[src/rtl/reg_bank_write_arbiter_if.sv]
// Write-side bundle between the requesters / clear control and the
// register-bank write arbiter. The master modport is the requester side,
// the slave modport is the arbiter.
interface reg_bank_write_arbiter_if #(
    parameter int ADDR_W = 5,
    parameter int DATA_W = 32
);
    // Requester 0: core writeback
    logic              req0_valid;
    logic [ADDR_W-1:0] req0_addr;
    logic [DATA_W-1:0] req0_data;
    logic              req0_ready;

    // Requester 1: debug / loader
    logic              req1_valid;
    logic [ADDR_W-1:0] req1_addr;
    logic [DATA_W-1:0] req1_data;
    logic              req1_ready;

    // Clear sequencer control and status
    logic              clr_start;
    logic              clr_busy;
    logic              clr_done;

    // Grant status and bank write port
    logic [1:0]        gnt;
    logic              WE3;
    logic [ADDR_W-1:0] A3;
    logic [DATA_W-1:0] WD3;

    modport master (
        output req0_valid, req0_addr, req0_data,
        input  req0_ready,
        output req1_valid, req1_addr, req1_data,
        input  req1_ready,
        output clr_start,
        input  clr_busy, clr_done, gnt, WE3, A3, WD3
    );

    modport slave (
        input  req0_valid, req0_addr, req0_data,
        output req0_ready,
        input  req1_valid, req1_addr, req1_data,
        output req1_ready,
        input  clr_start,
        output clr_busy, clr_done, gnt, WE3, A3, WD3
    );
endinterface

[src/rtl/reg_bank_write_arbiter.sv]
// Owns the single write port of the 32x32 register bank. Two requesters
// share it round-robin (req0 = core writeback, req1 = debug/loader), and a
// clear sequencer can take the port to zero x1..x31 one register per cycle.
module reg_bank_write_arbiter #(
    parameter int NUM_REGS = 32,
    parameter int ADDR_W   = 5,
    parameter int DATA_W   = 32
) (
    input  logic                      clk,
    input  logic                      rst,   // asynchronous, active low
    reg_bank_write_arbiter_if.slave   bus
);

    typedef enum logic {
        IDLE  = 1'b0,
        CLEAR = 1'b1
    } state_t;

    localparam logic [ADDR_W-1:0] LAST_REG = ADDR_W'(NUM_REGS - 1);

    state_t            state_q;
    logic [ADDR_W-1:0] clr_cnt_q;
    logic              last_grant_q;  // index of the most recently accepted requester
    logic              clr_done_q;

    logic              pick0;
    logic              pick1;
    logic              xfer;

    // Round-robin choice: req1 wins when alone or when req0 was served last.
    always_comb begin
        pick1 = bus.req1_valid && (!bus.req0_valid || !last_grant_q);
        pick0 = bus.req0_valid && !pick1;
        xfer  = (state_q == IDLE) && (pick0 || pick1);
    end

    // Port and handshake outputs; everything is held low while reset is
    // asserted so the bank sees no write even if requests are pending.
    always_comb begin
        bus.req0_ready = 1'b0;
        bus.req1_ready = 1'b0;
        bus.gnt        = 2'b00;
        bus.clr_busy   = 1'b0;
        bus.WE3        = 1'b0;
        bus.A3         = '0;
        bus.WD3        = '0;
        if (rst) begin
            if (state_q == IDLE) begin
                bus.req0_ready = pick0;
                bus.req1_ready = pick1;
                bus.gnt        = {pick1, pick0};
                if (pick0) begin
                    bus.A3  = bus.req0_addr;
                    bus.WD3 = bus.req0_data;
                end else if (pick1) begin
                    bus.A3  = bus.req1_addr;
                    bus.WD3 = bus.req1_data;
                end
                // A write to x0 is acknowledged but never reaches the bank.
                bus.WE3 = (pick0 || pick1) && (bus.A3 != '0);
            end else begin
                bus.clr_busy = 1'b1;
                bus.WE3      = 1'b1;
                bus.A3       = clr_cnt_q;
                bus.WD3      = '0;
            end
        end
        bus.clr_done = clr_done_q;
    end

    // Arbitration history, clear sequencer state and the done pulse.
    always_ff @(posedge clk or negedge rst) begin
        if (!rst) begin
            state_q      <= IDLE;
            clr_cnt_q    <= ADDR_W'(1);
            last_grant_q <= 1'b1;
            clr_done_q   <= 1'b0;
        end else begin
            clr_done_q <= 1'b0;
            case (state_q)
                IDLE: begin
                    if (xfer) begin
                        last_grant_q <= pick1;
                    end
                    if (bus.clr_start) begin
                        state_q <= CLEAR;
                    end
                end
                CLEAR: begin
                    if (clr_cnt_q == LAST_REG) begin
                        state_q    <= IDLE;
                        clr_cnt_q  <= ADDR_W'(1);
                        clr_done_q <= 1'b1;
                    end else begin
                        clr_cnt_q <= clr_cnt_q + ADDR_W'(1);
                    end
                end
                default: begin
                    state_q <= IDLE;
                end
            endcase
        end
    end

endmodule

[src/flat_wrapper.sv]
// flat-port wrapper written by rule: the top's interface ports become plain ports
module reg_bank_write_arbiter_flat 
#(
    parameter int NUM_REGS = 32,
    parameter int ADDR_W   = 5,
    parameter int DATA_W   = 32
)
  (clk, rst, bus_req0_valid, bus_req0_addr, bus_req0_data, bus_req0_ready, bus_req1_valid, bus_req1_addr, bus_req1_data, bus_req1_ready, bus_clr_start, bus_clr_busy, bus_clr_done, bus_gnt, bus_WE3, bus_A3, bus_WD3);
  reg_bank_write_arbiter_if #(.ADDR_W(ADDR_W), .DATA_W(DATA_W)) bus_i ();
  input  logic clk;
  input  logic rst;
  input wire logic [$bits(bus_i.req0_valid)-1:0] bus_req0_valid;
  input wire logic [$bits(bus_i.req0_addr)-1:0] bus_req0_addr;
  input wire logic [$bits(bus_i.req0_data)-1:0] bus_req0_data;
  output wire logic [$bits(bus_i.req0_ready)-1:0] bus_req0_ready;
  input wire logic [$bits(bus_i.req1_valid)-1:0] bus_req1_valid;
  input wire logic [$bits(bus_i.req1_addr)-1:0] bus_req1_addr;
  input wire logic [$bits(bus_i.req1_data)-1:0] bus_req1_data;
  output wire logic [$bits(bus_i.req1_ready)-1:0] bus_req1_ready;
  input wire logic [$bits(bus_i.clr_start)-1:0] bus_clr_start;
  output wire logic [$bits(bus_i.clr_busy)-1:0] bus_clr_busy;
  output wire logic [$bits(bus_i.clr_done)-1:0] bus_clr_done;
  output wire logic [$bits(bus_i.gnt)-1:0] bus_gnt;
  output wire logic [$bits(bus_i.WE3)-1:0] bus_WE3;
  output wire logic [$bits(bus_i.A3)-1:0] bus_A3;
  output wire logic [$bits(bus_i.WD3)-1:0] bus_WD3;
  assign bus_i.req0_valid = bus_req0_valid;
  assign bus_i.req0_addr = bus_req0_addr;
  assign bus_i.req0_data = bus_req0_data;
  assign bus_req0_ready = bus_i.req0_ready;
  assign bus_i.req1_valid = bus_req1_valid;
  assign bus_i.req1_addr = bus_req1_addr;
  assign bus_i.req1_data = bus_req1_data;
  assign bus_req1_ready = bus_i.req1_ready;
  assign bus_i.clr_start = bus_clr_start;
  assign bus_clr_busy = bus_i.clr_busy;
  assign bus_clr_done = bus_i.clr_done;
  assign bus_gnt = bus_i.gnt;
  assign bus_WE3 = bus_i.WE3;
  assign bus_A3 = bus_i.A3;
  assign bus_WD3 = bus_i.WD3;
  reg_bank_write_arbiter #(.NUM_REGS(NUM_REGS), .ADDR_W(ADDR_W), .DATA_W(DATA_W)) u_core (.clk(clk), .rst(rst), .bus(bus_i));
endmodule
[config.mk]
export PLATFORM = sky130hd
export DESIGN_NAME = reg_bank_write_arbiter_flat
export DESIGN_NICKNAME = d
export VERILOG_FILES = /design/src/rtl/reg_bank_write_arbiter_if.sv /design/src/rtl/reg_bank_write_arbiter.sv /design/src/flat_wrapper.sv
export SDC_FILE = /design/constraint.sdc
export NUM_CORES = 1
export LEC_CHECK = 0
export CAP_MARGIN = 25
export CELL_PAD_IN_SITES_DETAIL_PLACEMENT = 2
export CELL_PAD_IN_SITES_GLOBAL_PLACEMENT = 2
export CORE_MARGIN = 8
export CORE_UTILIZATION = 12
export DETAILED_ROUTE_END_ITERATION = 7
export PLACE_DENSITY = 0.86
export SLEW_MARGIN = 20
export SYNTH_ARGS = -nofsm -noshare
export SYNTH_HDL_FRONTEND = slang
export SYNTH_SLANG_ARGS = --single-unit
[constraint.sdc]
create_clock -name clk -period 2.12 [get_ports clk]
set_input_delay 0.424 -clock clk [delete_from_list [all_inputs] [get_ports clk]]
set_output_delay 0.424 -clock clk [all_outputs]
set_load 0.05 [all_outputs]
# Yosys cells after proc, flatten, opt, wreduce, memory -nomap -nowiden
# Index checks and enable logic that the tools add are counted.
# Widths: inputs -> output; s select.
[totals]
register_bits = 8
word_cells = 44
out_inout_bits = 44
[op_classes]
n_eq_ne = 1
bitwise = 1
n_reduce_logical = 11
addsub = 1
mux = 26
[ops]
columns = ["op", "n"]
rows = [
  ["$mux 32", 4],
  ["$mux 5", 7],
  ["$mux 1", 12],
  ["$add 5x1->5 const B", 1],
  ["$eq 5x5->1 const B", 1],
  ["$reduce_bool 5->1", 1],
  ["$logic_and 1x1->1", 4],
  ["$mux 2", 2],
  ["$logic_not 1->1", 3],
  ["$logic_or 1x1->1", 2],
  ["$pmux 1 s2", 1],
  ["$reduce_and 2->1", 1],
  ["$not 1->1", 1],
]

# Depth between registers and ports, before layout
# Gate-level depths: netlist (run 1).
[depth]
depth_word = 12
mapped_depth = 6
depth_no_buf = 6

# Worst setup path after synthesis (run 1)
# OpenSTA, ideal clock, no wires.
[synth_path]
path_type = "input-to-output"
start = "input port bus_req0_valid"
end = "output port bus_WE3"
arrival_time_ps = 1754
stages = 4
required_ps = 1696
path_slack_ps = -58
path_cell_list = "clkbuf_8 > a21boi_4 > a21oi_1 > a31oi_1"
[synth_between]
elab_chain_len = 12
elab_cells_between_ends = 14
classes_between = "mux (6); reduce/logical (8)"
[synth_rtl]
columns = ["element", "line", "rtl"]
rows = [
  ["start: declaration", "flat_wrapper.sv:12", "input wire logic [$bits(bus_i.req0_valid)-1:0] bus_req0_valid;"],
  ["$logic_not 1->1", "reg_bank_write_arbiter.sv:32", "pick1 = bus.req1_valid && (!bus.req0_valid || !last_grant_q);"],
  ["$logic_or 1x1->1", "reg_bank_write_arbiter.sv:32", ""],
  ["$logic_and 1x1->1", "reg_bank_write_arbiter.sv:32", ""],
  ["$logic_not 1->1", "reg_bank_write_arbiter.sv:33", "pick0 = bus.req0_valid && !pick1;"],
  ["$logic_and 1x1->1", "reg_bank_write_arbiter.sv:33", ""],
  ["$mux 5", "reg_bank_write_arbiter.sv:52", "if (pick0) begin"],
  ["$mux 5", "reg_bank_write_arbiter.sv:48", "if (state_q == IDLE) begin"],
  ["$mux 5", "reg_bank_write_arbiter.sv:47", "if (rst) begin"],
  ["$reduce_bool 5->1", "reg_bank_write_arbiter.sv:60", "bus.WE3 = (pick0 || pick1) && (bus.A3 != '0);"],
  ["$logic_and 1x1->1 (*)", "reg_bank_write_arbiter.sv:60", ""],
  ["$mux 1 (*)", "reg_bank_write_arbiter.sv:48", ""],
  ["$mux 1 (*)", "reg_bank_write_arbiter.sv:47", ""],
  ["end: declaration", "flat_wrapper.sv:24", "output wire logic [$bits(bus_i.WE3)-1:0] bus_WE3;"],
]
# Every way passes the cells marked *; elsewhere a longest branch is shown, timed or not. The select of a mux whose other input is x is not followed.

# Worst setup path in the final report (run 1)
[layout_path]
start = "register u_core.last_grant_q"
end = "output port bus_WD3[12]"
[layout_between]
elab_chain_len = 8
elab_cells_between_ends = 9
classes_between = "mux (4); reduce/logical (5)"
[layout_rtl]
columns = ["element", "line", "rtl"]
rows = [
  ["start: declaration", "reg_bank_write_arbiter.sv:23", "logic last_grant_q;"],
  ["start signal: assignment", "reg_bank_write_arbiter.sv:83", "last_grant_q <= pick1;"],
  ["$logic_not 1->1 (*)", "reg_bank_write_arbiter.sv:32", ""],
  ["$logic_or 1x1->1 (*)", "reg_bank_write_arbiter.sv:32", ""],
  ["$logic_and 1x1->1 (*)", "reg_bank_write_arbiter.sv:32", ""],
  ["$logic_not 1->1", "reg_bank_write_arbiter.sv:33", ""],
  ["$logic_and 1x1->1", "reg_bank_write_arbiter.sv:33", ""],
  ["$mux 32 (*)", "reg_bank_write_arbiter.sv:52", ""],
  ["$mux 32 (*)", "reg_bank_write_arbiter.sv:48", ""],
  ["$mux 32 (*)", "reg_bank_write_arbiter.sv:47", ""],
  ["end: declaration", "flat_wrapper.sv:26", "output wire logic [$bits(bus_i.WD3)-1:0] bus_WD3;"],
]
# Every way passes the cells marked *; elsewhere a longest branch is shown, timed or not.

==> results by group, run 1 <==
Setup path
  – R2r endpoint: u_core.clr_cnt_q[3]
  – Launch instance of the worst register-to-register path: u_core.clr_cnt_q[0]
  – Type of element launching the critical path: flip-flop
  – Slowest cell on the critical path: dfstp_2
  – Critical Path Sink Type: primary output
  – Cell mode on critical path: buf_12
  – Crit path arrival time: 1.74 ns
  – Setup slack on the worst flop-to-flop path: 0.48 ns
  – Critical setup path kind: reg -> out
  – Maximum fanout encountered on the critical timing path: 12
  – Required time at the endpoint of the critical path: 1.70 ns
  – Cell count of the worst reg-to-reg path: 6
  – List of cells traversed by the critical path: nand2b_4 -> and4_4 -> buf_12 -> a22o_1 -> buf_12
  – Delay of the slowest cell on the worst path: 0.58 ns

Pwr
  – Total internal power: roughly 1.1 mW
  – Areal power density over the cells: between 600 and 700 nW/um2
  – Worst ir drop on vdd: ~0.00047 V
  – Cell leakage power: around 1.4 nW
  – Power share of the combinational group: 74.6%
  – Clock network fraction of design power: 9.5%
  – Switching power of the nets: 858 uW
  – Flop pwr share: between 15 and 20%
  – Net switching fraction of the power: 43.7%

GRT
  – GRT Total Usage: 12.0%
  – Number of antenna violations at the first check in global routing: 0
  – Number of global-route vias before repair: 1,738
  – Grt total ovfl: 0
  – Largest net degree at the start of global routing: 24
  – Wire length of the first global-routing pass: 10,600 um

Yosys
  – Largest area contributor in the synthesized netlist: a22o_1
  – Yosys cell types: 30
  – Share of async-settable or async-resettable flops after synthesis: 100%
  – Post-synthesis instance area: about 970 um2
  – Post-synth top cells: a22o_1, o21ai_0, a21oi_1, dfrtp_1, a32oi_1
  – Largest cells by area after synthesis: a22o_1, dfrtp_1, dfstp_2
  – Sequential-to-total area share from yosys stat: between 20% and 30%
  – Mapped Cells: 102
  – YS warnings: 0
  – Average footprint of a synthesized cell: 9.52 um2
  – Number of synthesized flops with an enable pin: 0
  – Seq cells post-synth: 8
  – Nets in the synthesized netlist: 183
  – Share of the synthesized area in the top cell type: 26.2%
  – Library cell with the highest instance count after synthesis: a22o_1
  – Most used DFF post-synth: dfrtp_1

Finish
  – Area added between synthesis and finish: 229%
  – Post-layout util: between 30% and 40%
  – # nets final: 321
  – Ant. Diodes: 0
  – Fraction of final layout cells sized beyond drive strength 1: 49.2%

Placement
  – # port buffers: 122
  – HPWL after detailed placement: 5760 um
  – Gpl congestion: between 0.7 and 0.8
  – Post-place setup slack: -0.312 ns

Clocking
  – Clock sink count: 8
  – Worst-path clk slew: 0.05 ns
  – Number of H-tree branching levels: 1
  – CTS root buf: clkbuf_8
  – Latest clock arrival within the worst-skew pair: approximately 0.23 ns
  – Num CTS Buffers: 3
  – Number of hold buffers added after cts: 0
  – TritonCTS clock tree: yes
  – Maximum clock path buffer count: 2

STA
  – Slew at the pin closest to its max-slew limit: 0.509 ns
  – Setup ws final: -0.0401 ns
  – Max-slew headroom at the worst pin: 66.0%
  – Final count of negative-setup-slack endpoints: 3
  – Final-report hold violation count: 0
  – Final-report max-slew violation count: 0
  – Clock skew: between 0.006 and 0.007 ns
  – Total negative slack for setup checks: -0.0708 ns
  – RSZ-0062 raised after global routing: yes
  – Fmax: 463 MHz
  – Part of the cycle the worst path needs: 102%
  – Clock period minus final worst setup slack: between 2 and 2.5 ns

Run
  – Max cap viols: 0

Route
  – Average wire length per cell after detail routing: 22.1 um
  – Count of routing violations after the opening detailed-route iteration: 40
  – DRC violation count after routing: 0
  – Count of antenna-violating nets left after detailed routing: 0
  – Detailed Route WL: 7570 um
  – Total via count after detailed routing: 1,515
  – Vias/cell: between 4 and 5
  – Length of the first detailed-routing pass in iterations: 4

Status
  – Violated checks: setup timing
  – Outcome: finished, violations left

Die
  – Width of the die: 106 um
  – Area of the die: 11,200 um2
  – Number of placement rows: 33
  – Core Region: 8010 um2
  – Die Span Y: 106 um
  – Top-Level Pins: 123
  – Initial Utilization: between 10% and 20%

Min path
  – Hold Path Class: in -> async
==> power groups by stage <==
stage | clock [mW] | sequential, mW | combinational [mW]
floorplan | 0 | 0.291 | 0.656
global placement | 0 | 0.306 | 1.33
detailed placement | 0 | 0.315 | 1.37
CTS | 0.193 | 0.313 | 1.43
global route | 0.202 | 0.325 | 1.55
finish | 0.187 | 0.311 | 1.47
==> worst max path at each step <==
| stage | endpoint | slack, ns | cells past startpoint | startpoint |
|---|---|---|---|---|
| finish | bus_WD3[12] | -0.04 | 5 | u_core.last_grant_q |
| global placement | bus_WD3[16] | -0.21 | 6 | bus_req1_valid |
| CTS | bus_WD3[4] | -0.05 | 5 | u_core.last_grant_q |
| detailed placement | bus_WD3[15] | -0.31 | 6 | bus_req1_valid |
| floorplan | bus_A3[3] | 0.03 | 4 | bus_req0_valid |
| global route | bus_WD3[12] | -0.12 | 5 | u_core.last_grant_q |
==> worst max-delay path: cells and delay by family, from the launching register on <==
family / cells / cell delay (ns)
and+or+nand+nor: 2 / 0.42
AOI/OAI and AO/OA: 1 / 0.18
buffers and inverters: 2 / 0.32
DFF: 1 / 0.58
==> timing repair <==
item                       in CTS  in global routing
pin swaps                       9                  7
resized for setup              40                 23
buffers inserted                0                  0
setup endpoints to repair      41                 37
gates cloned                    1                  1
==> metal layers <==
metal  track usage (%)  routed length [um]
met3              3.57                 554
met4              2.51                  99
met2              23.0                4140
met5                 0                   0
met1              12.6                2770
==> kinds of logic after synthesis <==
kind of cell / count (synthesis) / share of synthesized area [%]
buffers and inverters: 15 / 15.6
AND/OR/NAND/NOR: 15 / 10.7
multiplexers: 2 / 2.32
flip-flops: 8 / 20.9
AO/OA/AOI/OAI: 60 / 47.9
adder cells (fa/ha/maj): 2 / 2.58
==> flip-flops by register name (all words and copies together) (netlist names) <==
register	cells
u_core.bus.clr_done	1
u_core.clr_cnt_q	5
u_core.last_grant_q	1
u_core.state_q	1
==> through the flow <==
stage / hold WS (ns) / power (mW) / cells / area, um2
2_1_floorplan: 0.128 / 0.947 / 102 / 988
3_3_place_gp: 0.487 / 1.63 / 338 / 2830
3_5_place_dp: 0.505 / 1.68 / 338 / 2830
4_1_cts: 0.323 / 1.94 / 342 / 3050
5_1_grt: 0.329 / 2.08 / 343 / 3190
6_report: 0.318 / 1.96 / 343 / 3190
==> placed cells by master, fill, tap and decap left out, types with 2 or more instances in the layout <==
master and instances:
a21oi_2 2, nand2b_1 2, buf_12 47, o21ai_0 9, buf_4 17, a21oi_1 6
dlygate4sd2_1 4, ha_1 2, a31oi_1 2, clkbuf_2 3, a22o_4 30, inv_1 2
clkdlybuf4s15_1 4, o31ai_1 2, a32oi_1 4, dfstp_2 2, clkbuf_8 3, and2_1 2
mux2_2 2, nand3_1 2, a22o_1 2, dfrtp_1 6, or4_4 2, clkdlybuf4s50_1 68
==> cell type report <==
cell class              count  area (um2)
repair buffers            146        1900
flip-flops and latches      8         203
fillers                   808        4820
clock buffers               3        41.3
multi-input cells          79         907
inverters                   2        7.51
well taps                 105         131
(Power assumes the default switching activity.)
==> inputs of run 2 (changes only) <==
Settings changed: CORE_ASPECT_RATIO set to 1.2.
==> run 2 against run 1 <==
The flow still finishes with violations (setup timing). Largest power group unchanged. First-iteration DRC count shrank 63%. Final cell count shrank 0.58%. Worst hold slack gained 0.059 ns. Highest routed layer unchanged. Wire length grew 12%. Clock skew shrank 0.0016 ns. Critical path type unchanged. Power grew 6.2%.
==> results by group, run 2 (synthesis gave the netlist of run 1 again) <==
Status
  – Outcome: finished, violations left
  – Violated checks: setup timing

GRT
  – GRT Total Usage: 12.9% (+0.88 points)
  – Number of global-route vias before repair: 1,776 (+2.2%)
  – Wire length of the first global-routing pass: 11,200 um (+5.5%)
  – Grt total ovfl: 0 (unchanged)
  – Number of antenna violations at the first check in global routing: 0 (unchanged)
  – Largest net degree at the start of global routing: 35 (+46%)

Finish
  – Ant. Diodes: 0 (unchanged)
  – Fillers: 781 (-3.3%)
  – Most used cells in the layout excluding fill and tap cells: clkdlybuf4s50_1, buf_12, a22o_4
  – Fraction of final layout cells sized beyond drive strength 1: 51.6% (+2.5 points)
  – Reg area: 203 um2 (unchanged)
  – # nets final: 329 (+2.5%)
  – Area added between synthesis and finish: 244%
  – Most common cell after layout, fill and taps aside: clkdlybuf4s50_1
  – Register ranked first by flip-flop count: u_core.clr_cnt_q
  – Number of flip-flops in the largest register: 5 (unchanged)
  – Area of the multi-input gates: 907 um2 (unchanged)

Setup path
  – R2r endpoint: u_core.state_q
  – Type of element launching the critical path: flip-flop
  – Last element of the critical path: bus_WD3[16]
  – Crit path arrival time: 1.78 ns (+0.04 ns)
  – Required time at the endpoint of the critical path: 1.70 ns (about the same)
  – Setup slack on the worst flop-to-flop path: 0.49 ns (about the same)
  – Maximum fanout encountered on the critical timing path: 8 (-4)
  – Launch instance of the worst register-to-register path: u_core.clr_cnt_q[0]
  – Critical setup path kind: reg -> out
  – Cell count of the worst reg-to-reg path: 5 (-1)
  – Start point of the critical path: u_core.last_grant_q
  – Critical Path Sink Type: primary output

Clocking
  – Clock sink count: 8 (unchanged)
  – TritonCTS clock tree: yes
  – CTS root buf: clkbuf_8
  – Number of H-tree branching levels: 1 (unchanged)
  – Latest clock arrival within the worst-skew pair: 0.23 ns (about the same)
  – Maximum clock path buffer count: 2 (unchanged)
  – Num CTS Buffers: 3 (unchanged)
  – Worst-path clk slew: 0.05 ns (about the same)

STA
  – Part of the cycle the worst path needs: 104% (+2.1 points)
  – Clock skew: 0.00481 ns (-0.00159 ns)
  – Final-report hold violation count: 0 (unchanged)
  – Max-slew headroom at the worst pin: 66.7% (+0.73 points)
  – Clock period minus final worst setup slack: 2.20 ns (+0.0446 ns)
  – Worst hold margin: 0.377 ns (+0.0588 ns)
  – Setup ws final: -0.0847 ns (-0.0446 ns)
  – Total negative slack for setup checks: -1.55 ns (-1.48 ns)
  – RSZ-0062 raised after global routing: yes
  – Final count of negative-setup-slack endpoints: 34 (+31)
  – Final-report max-slew violation count: 0 (unchanged)
  – Fmax: 454 MHz (-2.0%)
  – Slew at the pin closest to its max-slew limit: 0.498 ns (-0.0110 ns)

Route
  – Highest routing layer actually used: met4
  – Total via count after detailed routing: 1,542 (+1.8%)
  – Count of routing violations after the opening detailed-route iteration: 15 (-63%)
  – Vias/cell: 4.52 (+2.4%)
  – Wire length on met3: 540 um (-2.5%)
  – Detailed Route WL: 8440 um (+12%)
  – DRC violation count after routing: 0 (unchanged)
  – Met1 wire length: 2840 um (+2.5%)
  – Length of the first detailed-routing pass in iterations: 4 (unchanged)
  – Total met2 wirelength after detailed routing: 4950 um (+19%)
  – Count of antenna-violating nets left after detailed routing: 0 (unchanged)
  – Average wire length per cell after detail routing: 24.7 um (+12%)

Placement
  – Gpl congestion: 0.729 (-2.4%)
  – HPWL after detailed placement: 5510 um (-4.4%)
  – # port buffers: 122 (unchanged)

Pwr
  – Worst ir drop on vdd: 0.000511 V (+9.0%)
  – Areal power density over the cells: 625 nW/um2 (+1.6%)
  – Cell leakage power: 1.44 nW (+5.3%)

Die
  – Number of placement rows: 36 (+9.1%)
  – Die Span Y: 115 um (+8.1%)
  – Initial Utilization: 12.2% (+0.057 points)
  – Width of the die: 98.1 um (-7.4%)
  – Core Region: 7970 um2 (-0.47%)
  – Top-Level Pins: 123 (unchanged)
  – Area of the die: 11,200 um2 (+0.11%)

Run
  – Max cap viols: 0 (unchanged)

Min path
  – Hold Path Class: in -> async
run 2: metrics by stage:
step	cells	power, mW	util, %	cell area (um2)	setup WS [ns]
3_5_place_dp	324	1.67	34.8	2780	-0.279
5_1_grt	341	2.18	41.9	3340	-0.124
4_1_cts	337	2.01	39.7	3160	-0.0729
2_1_floorplan	102	0.947	-	988	0.0253
6_report	341	2.09	41.9	3340	-0.0847
3_3_place_gp	324	1.63	34.8	2780	-0.280
run 2: routing by layer:
layer	vias up	GRT usage [%]
met3	6	3.47
li1	705	-
met2	77	26.5
met1	754	12.3
met5	-	0
met4	0	2.71
run 2: how the worst min path moves through the flow:
stage	start	end	slack (ns)	cells after the start
final	rst	u_core.state_q	0.38	2
after global routing	rst	u_core.state_q	0.42	2
after CTS	rst	u_core.state_q	0.38	2
after detailed placement	u_core.clr_cnt_q[3]	u_core.clr_cnt_q[3]	0.49	1
after global placement	u_core.clr_cnt_q[3]	u_core.clr_cnt_q[3]	0.48	1
after floorplan	rst	u_core.bus.clr_done	0.13	0
run 2: repair_timing:
item	in CTS	in global routing
buffers inserted	6	1
hold buffers	0	0
gates resized for setup	48	27
pin swaps	12	24
setup endpoints to repair	42	40
gates cloned	4	4
run 2: worst max-delay path, cell delays in order, from the launching register on:
cell and delay (ns):
dfstp_2 0.54, buf_6 0.11, a21boi_4 0.04, and3_4 0.24, clkbuf_16 0.19, a22o_4 0.28, buf_12 0.15
run 2: final cells by class:
cell class                      instances  share of cell area [%]
Inverter                                2                   0.225
Tap cell                               95                    3.56
Clock buffer                            3                    1.24
Multi-Input combinational cell         79                    27.2
Timing Repair Buffer                  154                    61.7
Sequential cell                         8                    6.07
run 2: report_power, final:
part / internal, mW / total [mW] / switching [mW]
sequential: 0.233 / 0.307 / 0.0741
combinational: 0.835 / 1.59 / 0.753
clock: 0.124 / 0.191 / 0.0674
